### src/rtl/serial_add_ctrl_pkg.sv
// Shared types and sizing helpers for the bit-serial adder controller.
// No logic of its own; FSM state encodings and counter width are defined here.
// Imported by the controller and any block that needs to decode its state.
package serial_add_ctrl_pkg;

  // FSM state encodings: IDLE=0, SHIFT=1, DONE=2
  typedef enum logic [1:0] {
    ST_IDLE  = 2'd0,
    ST_SHIFT = 2'd1,
    ST_DONE  = 2'd2
  } state_t;

  // Bit counter width: clog2(width), never narrower than one bit
  function automatic int cnt_width(input int width);
    return (width <= 2) ? 1 : $clog2(width);
  endfunction

endpackage

### src/rtl/serial_add_ctrl_if.sv
// Handshake and operand/result bundle for the bit-serial adder controller.
// Pure wiring; no latency of its own.
// Requester drives start/operands; the controller accepts only while ready_out=1.
interface serial_add_ctrl_if #(
  parameter int WIDTH = 8
);
  logic             start_in;
  logic [WIDTH-1:0] a_in;
  logic [WIDTH-1:0] b_in;
  logic             sub_in;
  logic             ready_out;
  logic             busy_out;
  logic             done_out;
  logic [WIDTH-1:0] sum_out;
  logic             car_out;

  // Requester side
  modport master (
    output start_in, a_in, b_in, sub_in,
    input  ready_out, busy_out, done_out, sum_out, car_out
  );

  // Controller side
  modport slave (
    input  start_in, a_in, b_in, sub_in,
    output ready_out, busy_out, done_out, sum_out, car_out
  );
endinterface

### src/rtl/serial_add_ctrl_fa_cell.sv
// One-bit full adder built from two half-adder stages and an OR.
// Purely combinational, zero cycles.
// No handshake; the controller presents one bit position per clock.
module serial_add_ctrl_fa_cell (
  input  logic a,
  input  logic b,
  input  logic cin,
  output logic sum,
  output logic cout
);
  logic hs1_sum;
  logic hs1_car;
  logic hs2_car;

  // First half adder combines the operand bits, second folds in the carry
  assign hs1_sum = a ^ b;
  assign hs1_car = a & b;
  assign sum     = hs1_sum ^ cin;
  assign hs2_car = hs1_sum & cin;
  assign cout    = hs1_car | hs2_car;
endmodule

### src/rtl/serial_add_ctrl.sv
// Bit-serial adder controller: one shared full-adder cell, one bit per clock, LSB first.
// Latency: done_out in the cycle after edge E0+WIDTH; one op per WIDTH+2 cycles.
// Backpressure: ready_out=1 only in IDLE; start_in in SHIFT/DONE is ignored, not queued.
// Optional subtract path enabled by defining SERIAL_ADD_SUB_EN (sub_in ignored otherwise).
module serial_add_ctrl
  import serial_add_ctrl_pkg::*;
#(
  parameter int WIDTH = 8
) (
  input  logic              clk_in,
  input  logic              rst_n_in,
  serial_add_ctrl_if.slave  bus
);
  localparam int               CNT_W    = cnt_width(WIDTH);
  localparam logic [CNT_W-1:0] CNT_LAST = CNT_W'(WIDTH - 1);
  localparam logic [CNT_W-1:0] CNT_ONE  = CNT_W'(1);

  state_t           state;
  state_t           state_nxt;
  logic             load;
  logic             step;
  logic             last_bit;

  logic [WIDTH-1:0] a_sh;
  logic [WIDTH-1:0] b_sh;
  logic [WIDTH-1:0] res_sh;
  logic             carry;
  logic [CNT_W-1:0] cnt;
  logic [WIDTH-1:0] sum_q;
  logic             car_q;

  logic             sub_req;
  logic [WIDTH-1:0] b_load;
  logic             fa_sum;
  logic             fa_cout;

`ifdef SERIAL_ADD_SUB_EN
  // Subtract as A + ~B + 1: invert B at load, seed the carry with 1
  assign sub_req = bus.sub_in;
`else
  logic unused_sub;
  assign unused_sub = bus.sub_in;
  assign sub_req    = 1'b0;
`endif

  assign b_load   = sub_req ? ~bus.b_in : bus.b_in;
  assign last_bit = (cnt == CNT_LAST);

  serial_add_ctrl_fa_cell u_fa (
    .a    (a_sh[0]),
    .b    (b_sh[0]),
    .cin  (carry),
    .sum  (fa_sum),
    .cout (fa_cout)
  );

  // State register; reset aborts any operation in flight
  always_ff @(posedge clk_in or negedge rst_n_in) begin
    if (!rst_n_in) state <= ST_IDLE;
    else           state <= state_nxt;
  end

  // Next state and datapath strobes
  always_comb begin
    state_nxt = state;
    load      = 1'b0;
    step      = 1'b0;
    unique case (state)
      ST_IDLE: begin
        if (bus.start_in) begin
          load      = 1'b1;
          state_nxt = ST_SHIFT;
        end
      end
      ST_SHIFT: begin
        step = 1'b1;
        if (last_bit) state_nxt = ST_DONE;
      end
      ST_DONE: state_nxt = ST_IDLE;
      default: state_nxt = ST_IDLE;
    endcase
  end

  // Operand/result shifting; sum and carry outputs only change on entry to DONE
  always_ff @(posedge clk_in or negedge rst_n_in) begin
    if (!rst_n_in) begin
      a_sh   <= '0;
      b_sh   <= '0;
      res_sh <= '0;
      carry  <= 1'b0;
      cnt    <= '0;
      sum_q  <= '0;
      car_q  <= 1'b0;
    end else if (load) begin
      a_sh   <= bus.a_in;
      b_sh   <= b_load;
      res_sh <= '0;
      carry  <= sub_req;
      cnt    <= '0;
    end else if (step) begin
      a_sh   <= a_sh >> 1;
      b_sh   <= b_sh >> 1;
      res_sh <= {fa_sum, res_sh[WIDTH-1:1]};
      carry  <= fa_cout;
      if (last_bit) begin
        sum_q <= {fa_sum, res_sh[WIDTH-1:1]};
        car_q <= fa_cout;
      end else begin
        cnt   <= cnt + CNT_ONE;
      end
    end
  end

  assign bus.ready_out = (state == ST_IDLE);
  assign bus.busy_out  = (state == ST_SHIFT);
  assign bus.done_out  = (state == ST_DONE);
  assign bus.sum_out   = sum_q;
  assign bus.car_out   = car_q;
endmodule

### src/flat_wrapper.sv
// flat-port wrapper written by rule: the top's interface ports become plain ports
module serial_add_ctrl_flat import serial_add_ctrl_pkg::*;
#(
  parameter int WIDTH = 8
)
  (clk_in, rst_n_in, bus_start_in, bus_a_in, bus_b_in, bus_sub_in, bus_ready_out, bus_busy_out, bus_done_out, bus_sum_out, bus_car_out);
  serial_add_ctrl_if #(.WIDTH(WIDTH)) bus_i ();
  input  logic clk_in;
  input  logic rst_n_in;
  input wire logic [$bits(bus_i.start_in)-1:0] bus_start_in;
  input wire logic [$bits(bus_i.a_in)-1:0] bus_a_in;
  input wire logic [$bits(bus_i.b_in)-1:0] bus_b_in;
  input wire logic [$bits(bus_i.sub_in)-1:0] bus_sub_in;
  output wire logic [$bits(bus_i.ready_out)-1:0] bus_ready_out;
  output wire logic [$bits(bus_i.busy_out)-1:0] bus_busy_out;
  output wire logic [$bits(bus_i.done_out)-1:0] bus_done_out;
  output wire logic [$bits(bus_i.sum_out)-1:0] bus_sum_out;
  output wire logic [$bits(bus_i.car_out)-1:0] bus_car_out;
  assign bus_i.start_in = bus_start_in;
  assign bus_i.a_in = bus_a_in;
  assign bus_i.b_in = bus_b_in;
  assign bus_i.sub_in = bus_sub_in;
  assign bus_ready_out = bus_i.ready_out;
  assign bus_busy_out = bus_i.busy_out;
  assign bus_done_out = bus_i.done_out;
  assign bus_sum_out = bus_i.sum_out;
  assign bus_car_out = bus_i.car_out;
  serial_add_ctrl #(.WIDTH(WIDTH)) u_core (.clk_in(clk_in), .rst_n_in(rst_n_in), .bus(bus_i));
endmodule
### config.mk
export PLATFORM = sky130hd
export DESIGN_NAME = serial_add_ctrl_flat
export DESIGN_NICKNAME = d
export VERILOG_FILES = /design/src/rtl/serial_add_ctrl_pkg.sv /design/src/rtl/serial_add_ctrl_if.sv /design/src/rtl/serial_add_ctrl_fa_cell.sv /design/src/rtl/serial_add_ctrl.sv /design/src/flat_wrapper.sv
export SDC_FILE = /design/constraint.sdc
export NUM_CORES = 1
export LEC_CHECK = 0
export ABC_AREA = 1
export BUFFER_PORTS_ARGS = -buffer_cell sky130_fd_sc_hd__buf_2
export CAP_MARGIN = 20
export CORE_MARGIN = 5
export CORE_UTILIZATION = 45
export CTS_CLUSTER_DIAMETER = 100
export DETAILED_ROUTE_END_ITERATION = 8
export GPL_TIMING_DRIVEN = 0
export PLACE_DENSITY_LB_ADDON = 0.25
export SLEW_MARGIN = 20
export SYNTH_ARGS = -nofsm -noshare
export SYNTH_HDL_FRONTEND = slang
export SYNTH_SLANG_ARGS = --single-unit
### constraint.sdc
create_clock -name clk_in -period 3.45 [get_ports clk_in]
set_input_delay 0.8625 -clock clk_in [delete_from_list [all_inputs] [get_ports clk_in]]
set_output_delay 0.8625 -clock clk_in [all_outputs]
set_load 0.02 [all_outputs]
== Word level (Yosys, flattened, before mapping) ==
Cells that the tools add are included.

* $add $sub $neg: 1
* Bitwise logic cells: 6
* Reduce and logical (&&, ||, !) cells: 5
* Equality and inequality tests: 6
* Mux-type cells: 17

{| class="wikitable"
|+ Operator list
! kind !! number
|-
| $mux W8 || 6
|-
| $mux W3 || 3
|-
| $mux W1 || 5
|-
| $mux W2 || 2
|-
| $ne A2 B1 Y1 const B || 2
|-
| $pmux W2 S2 || 1
|-
| $reduce_and A2 Y1 || 2
|-
| $add A3 B1 Y3 const B || 1
|-
| $eq A3 B3 Y1 const B || 1
|-
| $reduce_and A3 Y1 || 1
|-
| $and A1 B1 Y1 || 2
|-
| $eq A2 B1 Y1 const B || 1
|-
| $eq A2 B2 Y1 const B || 1
|-
| $logic_not A2 Y1 || 1
|-
| $ne A2 B2 Y1 const B || 1
|-
| $reduce_bool A2 Y1 || 1
|-
| $xor A1 B1 Y1 || 2
|-
| $not A1 Y1 || 1
|-
| $or A1 B1 Y1 || 1
|}

* Output and inout bits: 12
* Bits in registers: 39
* Input port bits: 20
* Logic and storage cells: 43

== Longest topological paths before layout ==
* Depth after elaboration: 5
* Mapped depth: 7
* Mapped depth without buffers: 7

== Modules after synthesis ==
From an unflattened synthesis, not the netlist that was laid out.

* Cells, all modules: 219
* Area total of the unflattened synthesis: 1820.5 µm²

{| class="wikitable"
|+ Modules (own cells, without submodules)
! module !! area each (µm²) !! times used !! cells an instance !! sequential area each (µm²)
|-
| serial_add_ctrl || 1800.5 || 1 || 218 || 950.9
|-
| serial_add_ctrl_fa_cell || 20.0 || 1 || 1 || 0.0
|}

== Worst setup path after synthesis ==
Ideal clock, no wire load.

* Kind: register to output
* Start point: register u_core.state[1]
* End point: output bus_done_out
* Stages on the path, launching flop included: 4
* Data arrival time: 1.001 ns
* Slack: 1.586 ns
* Path buffers: 1
* Required time: 2.588 ns
* Path through: dfrtp_1 > inv_4 > clkbuf_8 > nor2_1

* Longest elaborated chain between the ends: 1

{| class="wikitable"
|+ RTL lines
! item !! line !! RTL
|-
| start, declared || serial_add_ctrl.sv:18 || <nowiki>state_t state;</nowiki>
|-
| start signal, assigned || serial_add_ctrl.sv:60 || <nowiki>else state <= state_nxt;</nowiki>
|-
| $eq A2 B2 Y1 || serial_add_ctrl.sv:116 || <nowiki>assign bus.done_out = (state == ST_DONE);</nowiki>
|-
| end, declared || flat_wrapper.sv:16 || <nowiki>output wire logic [$bits(bus_i.done_out)-1:0] bus_done_out;</nowiki>
|}

Every way passes these cells.

== Worst setup path in the final report ==
* Start point: register u_core.state[0]
* End point: output bus_ready_out

* Longest elaborated chain between the ends: 1

{| class="wikitable"
|+ RTL lines
! item !! line !! RTL
|-
| $logic_not A2 Y1 || serial_add_ctrl.sv:114 || <nowiki>assign bus.ready_out = (state == ST_IDLE);</nowiki>
|-
| end, declared || flat_wrapper.sv:14 || <nowiki>output wire logic [$bits(bus_i.ready_out)-1:0] bus_ready_out;</nowiki>
|}

Every way passes these cells.

==> results.tsv <==
stage	metric	value	unit
min_path	min_from	u_core.bus.sum_out[0]	
min_path	whs_path_depth	2	
synth	yosysSeqAreaShare	51.6	%
detailed_routing	drt-pass1-iter-count	4	
synth	syn_area	1840	um2
detailed_routing	ant_nets	0	
detailed_routing	wl_per_cell	11.4	um
worst_setup_path	crit_fanout	10	
global_route	grt_pass1_wl	5980	um
worst_setup_path	critPathMaxStageDelay	0.38	ns
power	total_power	2.05	mW
die	die_w	74.0	um
synth	synth_cell_type_count	19	
die	die_h	74.0	um
placed_design	dpl_worst_slack	1.52	ns
synth	syn-num-nets	245	
global_route	grt_pass1_vias	1322	
power	p_switching	771	uW
placed_design	port_buffers	29	
placed_design	place_congestion	0.827	
cells_and_area	ff_latch_area	951	um2
detailed_routing	drc	0	
synth	synth.top_cells.by_area	dfrtp_1, nand2_1, nand3_1	
synth	post-synth-top-area-fraction	51.6	%
clock_network	insertion_delay	0.29	ns
synth	synth.largest_area_cell	dfrtp_1	
cells_and_area	drive_above_1_share	22.0	%
sta	final.period_utilization	64.8	%
placed_design	place_inst	301	
cells_and_area	nets	281	
clock_network	post-cts-setup-buffers	0	
cells_and_area	num_antenna_cells	0	
synth	syn_avg_cell_area	8.30	um2
placed_design	dp_hpwl	2500	um
worst_setup_path	critPathRequiredTime	2.59	ns
run_status	status	complete, no violations	
die	io_pins	32	
power	p_clk_share	22.8	%
global_route	antenna_found_initial	0	
cells_and_area	num-fill-cells	395	
synth	ys_top_cells_by_count	nand2_1, dfrtp_1, nand3_1, inv_1, buf_6	
clock_network	ctsHoldBuffers	0	
clock_network	cts-htree-levels	2	
global_route	grt-ovfl-total	0	
power	power_frac_comb	39.6	%
cells_and_area	stdcell_area	2190	um2
synth	synth.ff_latch_count	38	
sta	drv_slew	0	
placed_design	dpl_cell_area	2050	um2
die	die-area	5480	um2
clock_network	clockBufferDepth	2	
min_path	hold_end	u_core.bus.sum_out[0]	
synth	synth-main-ff-cell	dfrtp_1	
sta	hold_violations	0	
min_path	hp-class	reg -> reg	
worst_setup_path	worst-r2r-cell-count	7	
power	peakVddDrop	0.352	mV
sta	finalSetupViolations	0	
sta	skew	0.00823	ns
die	start_util	46.4	%
detailed_routing	routed_wirelength	3530	um
cells_and_area	fin_cells	309	
detailed_routing	via_per_inst	4.67	
clock_network	numCtsBuffers	5	
power	seq_power_share	37.6	%
sta	period_needed	2.24	ns
power	p_leak	1.26	nW
sta	whs	0.467	ns
clock_network	cts_sinks	38	
cells_and_area	syn_to_final_growth	19.0	%
sta	setup_ws	1.21	ns
detailed_routing	drt_iter0_markers	68	
worst_setup_path	worst-r2r-setup-slack	2.03	ns
synth	async_flop_share	100	%
run	maxCapViolations	0	
clock_network	cts-root-buf	clkbuf_8	
global_route	grt_max_degree	39	
cells_and_area	final_util	55.2	%
worst_setup_path	start_kind	flop	
power	swShare	37.6	%
worst_setup_path	worstPathArrival	1.37	ns
sta	setup-tns-final	0	ns
die	core	3970	um2
power	p_int	1.28	mW
worst_setup_path	path_class	reg -> out	
synth	synthCells	222	
worst_setup_path	timing.rr.start	u_core.cnt[0]	
worst_setup_path	end_kind	output port	
detailed_routing	vias	1443	
synth	yosys_warnings	0	
clock_network	ctsResizeCount	0	
sta	worst-slew-pin-transition	0.832	ns
worst_setup_path	worstPathCellList	buf_6, nor2_8, buf_4, buf_2	
power	powerDensity	934	nW/um2
global_route	grt_usage	14.4	%
cells_and_area	multi_input_area	734	um2
sta	slew_headroom	44.5	%
synth	synthMostInstantiatedCell	nand2_1	
worst_setup_path	r2r_end	u_core.cnt[1]	
sta	rsz0062_at_grt	false	
worst_setup_path	crit_slowest_cell	dfrtp_1	
clock_network	clk_pin_slew	0.08	ns
synth	synth_edf_count	0	
sta	fmax	447	MHz
die	rows	23	
clock_network	cts_tree	done	
## area by class of cell
type / count / area share (%)
plain buffers: 10 / 4.22
multi-input cells: 158 / 33.5
repair buffers: 29 / 6.62
clock buffers: 6 / 3.76
clock inverters: 2 / 2.74
flip-flops and latches: 38 / 43.4
well taps: 50 / 2.85
inverters: 16 / 2.97
## cell families (layout without fill, tap and decap cells)
kind of cell | after synthesis | in the layout | share of synthesized area [%]
buf+inv | 26 | 63 | 8.55
flops | 38 | 38 | 51.6
compound gates | 1 | 1 | 0.883
fa+ha+maj | 3 | 3 | 2.44
simple gates | 154 | 154 | 36.5
## layout by cell type (no fill, tap or decap), drive strengths merged
cell type	instances
nand2	116
nand3b	1
nand3	34
inv	16
clkbuf	7
bufinv	2
ha	2
buf	38
o21ai	1
fa	1
dfrtp	38
nor2	3
## critical path, delay by kind of cell (launching register included)
kind                   cells  cell delay, ns
flip-flops                 1            0.38
buffers and inverters      3            0.52
AND/OR/NAND/NOR            1            0.18
## registers in the layout (all words and copies together) (netlist names)
name,count
u_core.res_sh,7
u_core.bus.sum_out,8
u_core.bus.car_out,1
u_core.cnt,3
u_core.carry,1
u_core.b_sh,8
u_core.a_sh,8
u_core.state,2
## worst max-delay path by stage
stage	startpoint	end	slack (ns)	depth (start not counted)
2_1_floorplan	u_core.state[1]	bus_done_out	1.59	3
3_3_place_gp	u_core.state[0]	bus_ready_out	1.53	4
3_5_place_dp	u_core.state[0]	bus_ready_out	1.52	4
4_1_cts	u_core.state[0]	bus_ready_out	1.19	4
5_1_grt	u_core.state[0]	bus_ready_out	1.15	4
6_report	u_core.state[0]	bus_ready_out	1.21	4
## power groups by stage
stage | Combinational (mW) | Clock [mW] | Sequential [mW]
after CTS | 0.830 | 0.479 | 0.774
after global routing | 0.934 | 0.494 | 0.795
after global placement | 0.812 | 0 | 0.773
after floorplan | 0.571 | 0 | 0.823
final | 0.811 | 0.467 | 0.771
after detailed placement | 0.830 | 0 | 0.779
## metal layers
| layer | GRT usage, % | vias up | routed length [um] | share of wire, % |
|---|---|---|---|---|
| met5 | 0 | - | 0 | 0 |
| met4 | 7.04 | 0 | 87 | 2.5 |
| met3 | 4.73 | 8 | 201 | 5.7 |
| met2 | 21.0 | 29 | 1520 | 43 |
| met1 | 19.5 | 646 | 1720 | 49 |
| li1 | - | 760 | - | - |
Power figures use the tool's default switching activity.
